--- src/rtl/mem_arbiter_if.sv ---
// Bus bundle between the fetch/data requesters, the mem_arbiter and the memory.
// The slave modport is the arbiter's view; master is the requester/memory side.
interface mem_arbiter_if;
  logic        if_req;
  logic [15:0] if_addr;
  logic [15:0] if_rdata;
  logic        if_valid;
  logic        d_req;
  logic        d_wr;
  logic [15:0] d_addr;
  logic [15:0] d_wdata;
  logic [15:0] d_rdata;
  logic        d_valid;
  logic        if_stall;
  logic        d_stall;
  logic        mem_en;
  logic        mem_wr;
  logic [15:0] mem_addr;
  logic [15:0] mem_wdata;
  logic [15:0] mem_rdata;

  modport slave (
    input  if_req, if_addr, d_req, d_wr, d_addr, d_wdata, mem_rdata,
    output if_rdata, if_valid, d_rdata, d_valid, if_stall, d_stall,
           mem_en, mem_wr, mem_addr, mem_wdata
  );

  modport master (
    output if_req, if_addr, d_req, d_wr, d_addr, d_wdata, mem_rdata,
    input  if_rdata, if_valid, d_rdata, d_valid, if_stall, d_stall,
           mem_en, mem_wr, mem_addr, mem_wdata
  );
endinterface

--- src/rtl/mem_arbiter.sv ---
// Two-port (fetch/data) arbiter onto a single fixed-latency memory port.
// Define ARB_ROUND_ROBIN_EN for alternating grants; otherwise data always beats fetch.
module mem_arbiter #(
  parameter int LAT = 4
) (
  input logic         clk,
  input logic         rst_n,
  mem_arbiter_if.slave bus
);

  typedef enum logic [1:0] {IDLE, BUSY_I, BUSY_D} state_t;

  localparam logic [3:0] CNT_LAST = 4'(LAT - 1);

  state_t      state_reg, state_next;
  logic [3:0]  cnt_reg;
  logic        grant_i, grant_d, done, prio_d;
  logic        mem_en_reg, mem_wr_reg;
  logic [15:0] mem_addr_reg, mem_wdata_reg;
  logic [15:0] if_rdata_reg, d_rdata_reg;
  logic        if_valid_reg, d_valid_reg;

`ifdef ARB_ROUND_ROBIN_EN
  // Remembers whether the most recent grant went to the data side.
  logic last_d_reg;

  always_ff @(posedge clk or negedge rst_n) begin
    if (!rst_n) begin
      last_d_reg <= 1'b0;
    end else if (grant_d || grant_i) begin
      last_d_reg <= grant_d;
    end
  end

  assign prio_d = ~last_d_reg;
`else
  assign prio_d = 1'b1;
`endif

  assign done = (state_reg != IDLE) && (cnt_reg == CNT_LAST);

  always_ff @(posedge clk or negedge rst_n) begin
    if (!rst_n) begin
      state_reg <= IDLE;
    end else begin
      state_reg <= state_next;
    end
  end

  always_comb begin
    state_next = state_reg;
    grant_i    = 1'b0;
    grant_d    = 1'b0;
    case (state_reg)
      IDLE: begin
        if (bus.d_req && (prio_d || !bus.if_req)) begin
          grant_d    = 1'b1;
          state_next = BUSY_D;
        end else if (bus.if_req) begin
          grant_i    = 1'b1;
          state_next = BUSY_I;
        end
      end
      BUSY_I, BUSY_D: begin
        if (done) begin
          state_next = IDLE;
        end
      end
      default: state_next = IDLE;
    endcase
  end

  always_ff @(posedge clk or negedge rst_n) begin
    if (!rst_n) begin
      cnt_reg       <= 4'd0;
      mem_en_reg    <= 1'b0;
      mem_wr_reg    <= 1'b0;
      mem_addr_reg  <= 16'h0000;
      mem_wdata_reg <= 16'h0000;
      if_rdata_reg  <= 16'h0000;
      d_rdata_reg   <= 16'h0000;
      if_valid_reg  <= 1'b0;
      d_valid_reg   <= 1'b0;
    end else begin
      mem_en_reg   <= grant_i || grant_d;
      if_valid_reg <= done && (state_reg == BUSY_I);
      d_valid_reg  <= done && (state_reg == BUSY_D);

      // Address/data are frozen at grant so the other side cannot disturb them.
      if (grant_d) begin
        cnt_reg       <= 4'd0;
        mem_wr_reg    <= bus.d_wr;
        mem_addr_reg  <= bus.d_addr;
        mem_wdata_reg <= bus.d_wdata;
      end else if (grant_i) begin
        cnt_reg       <= 4'd0;
        mem_wr_reg    <= 1'b0;
        mem_addr_reg  <= bus.if_addr;
        mem_wdata_reg <= 16'h0000;
      end else if (state_reg != IDLE) begin
        cnt_reg <= cnt_reg + 4'd1;
      end

      if (done && (state_reg == BUSY_I)) begin
        if_rdata_reg <= bus.mem_rdata;
      end
      if (done && (state_reg == BUSY_D) && !mem_wr_reg) begin
        d_rdata_reg <= bus.mem_rdata;
      end
    end
  end

  assign bus.mem_en    = mem_en_reg;
  assign bus.mem_wr    = mem_wr_reg;
  assign bus.mem_addr  = mem_addr_reg;
  assign bus.mem_wdata = mem_wdata_reg;
  assign bus.if_rdata  = if_rdata_reg;
  assign bus.d_rdata   = d_rdata_reg;
  assign bus.if_valid  = if_valid_reg;
  assign bus.d_valid   = d_valid_reg;
  assign bus.if_stall  = bus.if_req & ~if_valid_reg;
  assign bus.d_stall   = bus.d_req & ~d_valid_reg;

endmodule

--- src/flat_wrapper.sv ---
// flat-port wrapper written by rule: the top's interface ports become plain ports
module mem_arbiter_flat 
#(
  parameter int LAT = 4
)
  (clk, rst_n, bus_if_req, bus_if_addr, bus_d_req, bus_d_wr, bus_d_addr, bus_d_wdata, bus_mem_rdata, bus_if_rdata, bus_if_valid, bus_d_rdata, bus_d_valid, bus_if_stall, bus_d_stall, bus_mem_en, bus_mem_wr, bus_mem_addr, bus_mem_wdata);
  mem_arbiter_if bus_i ();
  input logic clk;
  input logic rst_n;
  input wire logic [$bits(bus_i.if_req)-1:0] bus_if_req;
  input wire logic [$bits(bus_i.if_addr)-1:0] bus_if_addr;
  input wire logic [$bits(bus_i.d_req)-1:0] bus_d_req;
  input wire logic [$bits(bus_i.d_wr)-1:0] bus_d_wr;
  input wire logic [$bits(bus_i.d_addr)-1:0] bus_d_addr;
  input wire logic [$bits(bus_i.d_wdata)-1:0] bus_d_wdata;
  input wire logic [$bits(bus_i.mem_rdata)-1:0] bus_mem_rdata;
  output wire logic [$bits(bus_i.if_rdata)-1:0] bus_if_rdata;
  output wire logic [$bits(bus_i.if_valid)-1:0] bus_if_valid;
  output wire logic [$bits(bus_i.d_rdata)-1:0] bus_d_rdata;
  output wire logic [$bits(bus_i.d_valid)-1:0] bus_d_valid;
  output wire logic [$bits(bus_i.if_stall)-1:0] bus_if_stall;
  output wire logic [$bits(bus_i.d_stall)-1:0] bus_d_stall;
  output wire logic [$bits(bus_i.mem_en)-1:0] bus_mem_en;
  output wire logic [$bits(bus_i.mem_wr)-1:0] bus_mem_wr;
  output wire logic [$bits(bus_i.mem_addr)-1:0] bus_mem_addr;
  output wire logic [$bits(bus_i.mem_wdata)-1:0] bus_mem_wdata;
  assign bus_i.if_req = bus_if_req;
  assign bus_i.if_addr = bus_if_addr;
  assign bus_i.d_req = bus_d_req;
  assign bus_i.d_wr = bus_d_wr;
  assign bus_i.d_addr = bus_d_addr;
  assign bus_i.d_wdata = bus_d_wdata;
  assign bus_i.mem_rdata = bus_mem_rdata;
  assign bus_if_rdata = bus_i.if_rdata;
  assign bus_if_valid = bus_i.if_valid;
  assign bus_d_rdata = bus_i.d_rdata;
  assign bus_d_valid = bus_i.d_valid;
  assign bus_if_stall = bus_i.if_stall;
  assign bus_d_stall = bus_i.d_stall;
  assign bus_mem_en = bus_i.mem_en;
  assign bus_mem_wr = bus_i.mem_wr;
  assign bus_mem_addr = bus_i.mem_addr;
  assign bus_mem_wdata = bus_i.mem_wdata;
  mem_arbiter #(.LAT(LAT)) u_core (.clk(clk), .rst_n(rst_n), .bus(bus_i));
endmodule
--- config.mk ---
export PLATFORM = sky130hd
export DESIGN_NAME = mem_arbiter_flat
export DESIGN_NICKNAME = d
export VERILOG_FILES = /design/src/rtl/mem_arbiter_if.sv /design/src/rtl/mem_arbiter.sv /design/src/flat_wrapper.sv
export SDC_FILE = /design/constraint.sdc
export NUM_CORES = 1
export LEC_CHECK = 0
export BUFFER_PORTS_ARGS = -buffer_cell sky130_fd_sc_hd__clkbuf_2
export CORE_MARGIN = 8
export CORE_UTILIZATION = 35
export CTS_BUF_LIST = sky130_fd_sc_hd__clkbuf_16
export DETAILED_ROUTE_END_ITERATION = 16
export PLACE_DENSITY = 0.6
export RECOVER_POWER = 100
export SETUP_SLACK_MARGIN = 0.3
export SYNTH_ARGS = -nofsm -noshare
export SYNTH_HDL_FRONTEND = slang
export SYNTH_SLANG_ARGS = --single-unit
--- constraint.sdc ---
create_clock -name clk -period 2.7 [get_ports clk]
set_clock_uncertainty 0.05 [all_clocks]
set_input_delay 0.27 -clock clk [delete_from_list [all_inputs] [get_ports clk]]
set_output_delay 0.27 -clock clk [all_outputs]
set_load 0.01 [all_outputs]
======== Yosys cells after proc, flatten, opt, wreduce, memory -nomap -nowiden ========
Index checks and enable logic that the tools add are counted.
word-level totals
  bits in registers ....................... 74
  logic and storage cells ................. 50
  memories ................................ 0
  RAM bits ................................ 0
  bits in latches ......................... 0
  bits in read-only memories .............. 0
cells by class
  div/mod/pow operators ................... 0
  order comparisons ....................... 0
  shifts and indexed selects .............. 0
  multiply operators ...................... 0
  $add $sub $neg .......................... 1
  bitwise logic cells ..................... 4
  equal/unequal tests ..................... 5
  reductions and logical operators ........ 12
  multiplexer cells ....................... 18
operators with widths
  kind                                                                     number
  16-bit two-way mux                                                       4
  4-bit two-way mux                                                        3
  1-bit two-way mux                                                        7
  2-bit two-way mux                                                        3
  4-bit by 1-bit adder with 4-bit output, second input constant            1
  4-bit by 2-bit == test with 1-bit output, second input constant          1
  1-bit logical AND                                                        4
  2-bit case mux with 2 select lines                                       1
  2-bit nonzero test                                                       2
  3-bit inequality test, second input constant                             1
  3-bit nonzero test                                                       1
  1-bit bitwise AND                                                        2
  2-bit by 1-bit == test with 1-bit output, second input constant          1
  2-bit == test, second input constant                                     1
  2-bit zero test                                                          1
  2-bit by 1-bit inequality test with 1-bit output, second input constant  1
  1-bit NOT                                                                2
  2-bit AND reduction                                                      1
  2-bit OR reduction                                                       1
  1-bit zero test                                                          1
  1-bit logical OR                                                         1

======== Logic depth before layout (Yosys ltp) ========
Gate-level depths: netlist of the first run.
  depth after elaboration ................. 5
  depth in mapped cells ................... 8
  gate-level depth less buffers ........... 5

======== Least setup slack after synthesis of the first run ========
Ideal clock, no wire load.
  path type ............................... reg-to-reg
  from .................................... register u_core.state_reg[0]
  to ...................................... register u_core.d_rdata_reg[10] (netlist: u_core.bus.d_rdata[10])
  library setup time ...................... 125 ps
  arrival time ............................ 1,740 ps
  stages on the path, launching flop included .. 8
  path buffers ............................ 2
  required time ........................... 2,525 ps
  period minus slack after synthesis ...... 1,915 ps
  path slack .............................. 785 ps
  cells stage by stage .................... dfrtp_1 -> inv_1 -> ha_1 -> nand2_1 -> or4b_1 -> buf_6 -> buf_12 -> mux2_4
between the ends
  longest elaborated chain between the ends .. 4
RTL lines
  what                              line                RTL
  start, declared                   mem_arbiter.sv:15   state_t state_reg, state_next;
  start signal, assigned            mem_arbiter.sv:46   state_reg <= state_next;
  2-bit nonzero test                mem_arbiter.sv:40   assign done = (state_reg != IDLE) && (cnt_reg == CNT_LAST);
  1-bit logical AND                 mem_arbiter.sv:40
  1-bit logical AND * (2 in a row)  mem_arbiter.sv:107  if (done && (state_reg == BUSY_D) && !mem_wr_reg) begin
  end signal, assigned              mem_arbiter.sv:108  d_rdata_reg <= bus.mem_rdata;
  end, declared                     mem_arbiter.sv:20   logic [15:0] if_rdata_reg, d_rdata_reg;
Every way passes the cells marked *; elsewhere a longest branch is shown, timed or not.
A chain may end at the register's enable or synchronous reset.

======== Worst setup path after layout of the first run ========
  from .................................... register u_core.state_reg[0]
  to ...................................... register u_core.d_rdata_reg[8] (netlist: u_core.bus.d_rdata[8])
The elaborated chain is that of the path after synthesis.

==> out/results.tsv, run 1 <==
metric	value	unit
max-slew violations	75	
P&R area growth vs syn	30.7	%
Setup WS post-layout	0.452	ns
First-pass DRT Iterations	7	
WP data required	2.85	ns
Post-Syn Instances	236	
FF+latch area	1850	sq um
post-synthesis cell type count	29	
Max VDD drop	0.447	mV
failing checks	capacitance limit, slew limit	
clk slew on worst S/H paths	0.06	ns
post-place setup slack	0.411	ns
Startpoint Class	flip-flop	
post-route setup TNS	0	ns
number of global-route vias before repair	2589	
Bufs on Longest Clock Path	2	
Synth Area in Simple Gates	7.50	%
Worst Path Arrival	2.39	ns
area of the die	12300	sq um
Final Cycle Share	83.3	%
crit path buf inv count	2	
die width	111	microns
Reg2Reg Depth	5	
Synth Warn #	0	
crit path time final	2.25	ns
CTS Root Cell	clkbuf_16	
maximum operating frequency	445	MHz
# rows	34	
vias per cell	4.81	
Post-CTS Setup Bufs	0	
Chip Height	111	microns
post-synthesis mux area share	18.4	%
Mean Syn Cell Area	13.3	sq um
largest net degree at the start of global routing	75	
worst slew pin tran	1.83	ns
drt initial violations	78	
Syn Nets	310	
CP Cell Sequence	inv_1, ha_1, or4b_1, clkbuf_2, mux2_1	
Yosys top cell area share	59.0	%
I/O pin count	139	
Final Setup Violations	0	
clock sinks	74	
PwrDens	1180	nW/um^2
htree depth	3	
IO Port Bufs	138	
Worst slew margin	-22.0	%
fillers	860	
# Max-Cap Violations	1	
Tot GR Track Use	13.0	%
endpoint class of the critical path	flip-flop	
largest family of logic cells by synthesized area	multiplexers	
Worst Path Max Fanout	16	
#FFs+latches synth	74	
Antenna Cells	0	
slowest stage delay, CP	0.55	ns
final wirelength	7.94	mm
worst skew pair latency	0.32	ns
# hold bufs at CTS	0	
cts bufs inserted	9	
status	complete, but fails checks	
RSZ-0062 raised after global routing	false	
core region area	8720	sq um
CTS resizes	0	
remaining antenna violation count	0	
LEAKAGE	1.92	nW
antenna violations before repair	0	
CTS tree	built	
largest cells by area after synthesis	dfrtp_1 59%, mux2_2 7.9%, mux2i_1 5.7%, mux2_4 4.8%, a22o_1 4.7%	
Hold Path Depth	2	
Min-Delay Path Class	in -> reg	
Crit-path slowest cell	or4b_1	
cell taking the most area after synthesis	dfrtp_1	
share of layout cells above drive strength 1	29.8	%
sequential fraction of the synthesis area	59.0	%
first-pass GRT wire length	13.2	mm
post-DP HPWL	5.78	mm
Core Util, Final	47.0	%
GRT overflow	0	
Via Count	2342	
Avg WL per Cell	16.3	microns
Synth Area in Compound Gates	9.13	%
total power	0.00485	W
residual DRC count	0	
Final Hold Viols	0	
Multi-input gate area	1130	sq um
GPL Wtd Cong	0.726	
Critical Path Stages	5	
XOR/XNOR Fraction of Synth Area	0	%
crit path kind	reg -> reg	
delay-heaviest family, CP	simple AND/OR/NAND/NOR gates	
Initial Util	36.0	%
Mapped Area	3140	sq um
adder-cell share of the synthesized area	1.99	%
Post-layout nets	448	
## layout make-up
cell class,instances,share of cell area (%)
inverter,7,0.641
tap,108,3.29
sequential,74,45.1
clock buffer,9,5.49
timing repair buffer,144,15.7
clock inverter,7,2.29
multi-input combinational,138,27.5
## power breakdown
| part | internal, W | total [W] | switching (W) | leakage (nW) |
|---|---|---|---|---|
| clock network | 0.000807 | 0.00125 | 0.000444 | 0.153 |
| logic | 0.000713 | 0.00168 | 0.000964 | 0.864 |
| registers | 0.00164 | 0.00193 | 0.000290 | 0.904 |
## through the flow
stage | instances | hold slack [ns] | instance area (sq um)
floorplan | 236 | -0.0756 | 3140
global placement | 471 | 0.426 | 3920
detailed placement | 471 | 0.430 | 3920
CTS | 487 | 0.0885 | 4230
global route | 487 | 0.111 | 4100
finish | 487 | 0.122 | 4100
## kinds of logic after synthesis
logic type | after synthesis
buffers and inverters | 24
and+or+nand+nor | 41
AOI/OAI and AO/OA | 42
DFF | 74
adders and majority gates | 5
muxes | 50
## synth_stat cells, drive strengths merged
| cell type | instances |
|---|---|
| dfrtp | 74 |
| clkbuf | 8 |
| a21oi | 1 |
| mux2i | 18 |
| nand3 | 17 |
| nor4 | 1 |
| inv | 7 |
| a2bb2oi | 1 |
| a22oi | 1 |
| nand2 | 6 |
| or4b | 2 |
| and3 | 1 |
| a22o | 17 |
| mux2 | 32 |
| o2111a | 1 |
| nand2b | 1 |
| ha | 5 |
| nand3b | 3 |
| buf | 9 |
| and2 | 3 |
| nor4b | 1 |
| nor2 | 2 |
| o21ai | 21 |
| nor2b | 4 |
## per-layer routing
layer,GRT usage [%],routed length (microns)
met5,0,0
met4,4.32,46
met3,5.63,684
met2,18.3,3330
met1,17.2,3880
## placed cells by master (no fill, tap or decap), drive strengths merged
cell,instances
clkbuf,149
dfrtp,74
mux2,32
o21ai,21
mux2i,18
nand3,17
a22o,17
inv,7
nand2,6
ha,5
nor2b,4
buf,4
clkinv,4
nand3b,3
and2,3
nor2,2
or4b,2
bufinv,2
nor4,1
nor4b,1
o2111a,1
a21oi,1
nand2b,1
a22oi,1
and3,1
a2bb2oi,1
clkinvlp,1
## path summary, 6_finish.rpt
check                      slack [ns]                   start                 endpoint
setup / recovery                 0.45     u_core.state_reg[0]    u_core.bus.d_rdata[8]
hold / removal                   0.12          bus_d_wdata[2]  u_core.bus.mem_wdata[2]
setup reg to reg                 0.45     u_core.state_reg[0]    u_core.bus.d_rdata[8]
hold reg to reg                  0.44  u_core.bus.d_rdata[14]   u_core.bus.d_rdata[14]
max in group asynchronous        1.13                   rst_n  u_core.bus.mem_wdata[3]
min in group asynchronous        0.40                   rst_n   u_core.bus.if_rdata[3]
(Power assumes the default switching activity.)
==> run 2: changes to the inputs <==
--- a/config.mk
+++ b/config.mk
@@ -5,12 +5,13 @@
 export SDC_FILE = /design/constraint.sdc
 export NUM_CORES = 1
 export LEC_CHECK = 0
+export ABC_AREA = 1
 export BUFFER_PORTS_ARGS = -buffer_cell sky130_fd_sc_hd__clkbuf_2
 export CORE_MARGIN = 8
 export CORE_UTILIZATION = 35
 export CTS_BUF_LIST = sky130_fd_sc_hd__clkbuf_16
 export DETAILED_ROUTE_END_ITERATION = 16
-export PLACE_DENSITY = 0.6
+export PLACE_DENSITY = 0.62
 export RECOVER_POWER = 100
 export SETUP_SLACK_MARGIN = 0.3
 export SYNTH_ARGS = -nofsm -noshare
==> constraint.sdc (replaced) <==
create_clock -name clk -period 1.95 [get_ports clk]
set_clock_uncertainty 0.05 [all_clocks]
set_input_delay 0.195 -clock clk [delete_from_list [all_inputs] [get_ports clk]]
set_output_delay 0.195 -clock clk [all_outputs]
set_load 0.01 [all_outputs]
==> out/results.tsv, run 2 <==
metric	value	unit
status	finished, final reports clean	
ys async rst share	100	%
drt initial violations	97	
GPL Wtd Cong	0.745	
post-synthesis cell type count	24	
residual DRC count	0	
clock sinks	74	
most frequent cells in the layout	155 x nand2_1, 74 x dfrtp_1, 70 x clkbuf_1	
core region area	9060	sq um
crit path time final	1.69	ns
GRT overflow	0	
top-count cell post-synth	nand2_1	
Seq pwr share	38.7	%
htree depth	3	
Avg WL per Cell	14.6	microns
endpoint class of the critical path	flip-flop	
adder-cell share of the synthesized area	1.95	%
Min-Delay Path Class	in -> reg	
Antenna Cells	0	
worst skew pair latency	0.32	ns
cts bufs inserted	9	
crit path kind	reg -> reg	
maximum operating frequency	592	MHz
Sw Share	39.0	%
First-pass DRT Iterations	6	
Final Hold Viols	0	
IO Port Bufs	138	
Final Setup Violations	0	
# rows	35	
gr busiest metal	met2	
clock share of power	25.3	%
FF+latch area	1850	sq um
EDFF count, synth	0	
Post-layout nets	575	
commonest cells in the synthesized netlist	156 x nand2_1, 74 x dfrtp_1, 21 x nand3_1, 18 x o21ai_0, 16 x o211ai_1	
antenna violations before repair	0	
WP data required	2.16	ns
CTS Root Cell	clkbuf_16	
commonest non-fill, non-tap cell in the layout	nand2_1	
Bufs on Longest Clock Path	2	
max-slew violations	0	
GR Util met2	21.9	%
#FFs+latches synth	74	
Mean Syn Cell Area	9.13	sq um
largest cells by area after synthesis	dfrtp_1 58%, nand2_1 18%, o211ai_1 3.7%, nand3_1 3.3%, o21ai_0 2.8%	
Synth Area in Simple Gates	28.3	%
# Max-Cap Violations	0	
Synth Area in Compound Gates	7.17	%
main flop type after synthesis	dfrtp_1	
Max VDD drop	0.582	mV
PwrDens	1540	nW/um^2
Initial Util	35.4	%
fillers	922	
P&R area growth vs syn	35.0	%
largest family of logic cells by synthesized area	simple AND/OR/NAND/NOR gates	
Startpoint Class	flip-flop	
XOR/XNOR Fraction of Synth Area	0	%
LEAKAGE	2.07	nW
total power	0.00669	W
die width	112	microns
Worst Path Max Fanout	12	
area of the die	12500	sq um
Pint	0.00408	W
cell taking the most area after synthesis	dfrtp_1	
clk slew on worst S/H paths	0.07	ns
Yosys top cell area share	57.6	%
Post-Syn Instances	352	
I/O pin count	139	
final wirelength	9.02	mm
share of layout cells above drive strength 1	22.5	%
Comb pwr share	36.0	%
Chip Height	112	microns
number of global-route vias before repair	3035	
post-route setup TNS	0	ns
CTS tree	built	
Syn Nets	426	
vias per cell	4.57	
Multi-input gate area	1230	sq um
Final Cycle Share	86.7	%
worst slew pin tran	0.799	ns
GR Layer Usage met1	18.8	%
sw power	0.00261	W
first-pass GRT wire length	15.1	mm
post-DP HPWL	6.78	mm
remaining antenna violation count	0	
met3 Resource Use GR	6.06	%
Tot GR Track Use	14.7	%
largest net degree at the start of global routing	35	
Via Count	2819	
Mapped Area	3210	sq um
Synth Warn #	0	
Worst Path Arrival	1.90	ns
post-synthesis mux area share	0	%
sequential fraction of the synthesis area	57.6	%
Worst slew margin	46.7	%
RSZ-0062 raised after global routing	true	
-- run 2: what timing repair did --
item                       in CTS  in global routing
setup endpoints to repair      67                 67
pin swaps                       3                  1
resized for setup               4                  4
gates cloned                    1                  0
hold endpoints to repair       20                  0
hold buffers                    1                  0
buffers inserted                3                  4
-- run 2: path summary, 6_finish.rpt --
check,start,endpoint,slack (ns),cells after the start
setup / recovery,u_core.state_reg[0],u_core.bus.mem_addr[14],0.26,7
hold / removal,bus_d_wdata[6],u_core.bus.mem_wdata[6],0.01,3
setup reg to reg,u_core.state_reg[0],u_core.bus.mem_addr[14],0.26,7
hold reg to reg,u_core.bus.mem_wdata[6],u_core.bus.mem_wdata[6],0.42,2
max in group asynchronous,rst_n,u_core.bus.mem_addr[15],0.55,3
min in group asynchronous,rst_n,u_core.bus.if_rdata[10],0.24,2
-- run 2: critical path: stages (launching register included) --
cell,delay (ns)
dfrtp_1,0.40
inv_1,0.15
ha_1,0.20
nand3_1,0.31
nand2_8,0.22
buf_12,0.14
o211ai_1,0.09
nand2_1,0.07
-- run 2: through the flow --
stage	util [%]	hold WS [ns]	instance area, sq um	setup WS (ns)	std cells
after floorplan	-	-0.151	3210	0.472	352
after global placement	44.1	0.0564	4000	0.221	592
after detailed placement	44.1	0.0589	4000	0.167	592
after CTS	48.4	0.00239	4390	0.318	613
after global routing	47.9	0.0159	4340	0.140	617
final	47.9	0.0114	4340	0.260	617
-- run 2: cell type report --
cell class / count / area share [%]
Clock buffer: 9 / 5.19
Clock inverter: 7 / 1.96
Inverter: 13 / 1.36
Multi-Input combinational cell: 252 / 28.3
Sequential cell: 74 / 42.7
Tap cell: 111 / 3.20
Timing Repair Buffer: 151 / 17.3
-- run 2: metal layers --
layer / vias up / wire, microns
li1: 1425 / -
met1: 1272 / 4150
met2: 111 / 3930
met3: 11 / 823
met4: 0 / 113
met5: - / 0
-- run 2: kinds of logic (layout without fill, tap and decap cells) --
| family | Yosys count | after routing |
|---|---|---|
| buffers and inverters | 27 | 180 |
| AOI/OAI and AO/OA | 38 | 38 |
| adders and majority gates | 5 | 5 |
| and+or+nand+nor | 208 | 209 |
| DFF | 74 | 74 |
-- run 2: power groups by stage --
stage          Sequential, W  Combinational, W  Clock (W)
2_1_floorplan        0.00287           0.00113          0
3_3_place_gp         0.00262           0.00240          0
3_5_place_dp         0.00261           0.00248          0
4_1_cts              0.00260           0.00253    0.00174
5_1_grt              0.00267           0.00274    0.00181
6_report             0.00259           0.00241    0.00169
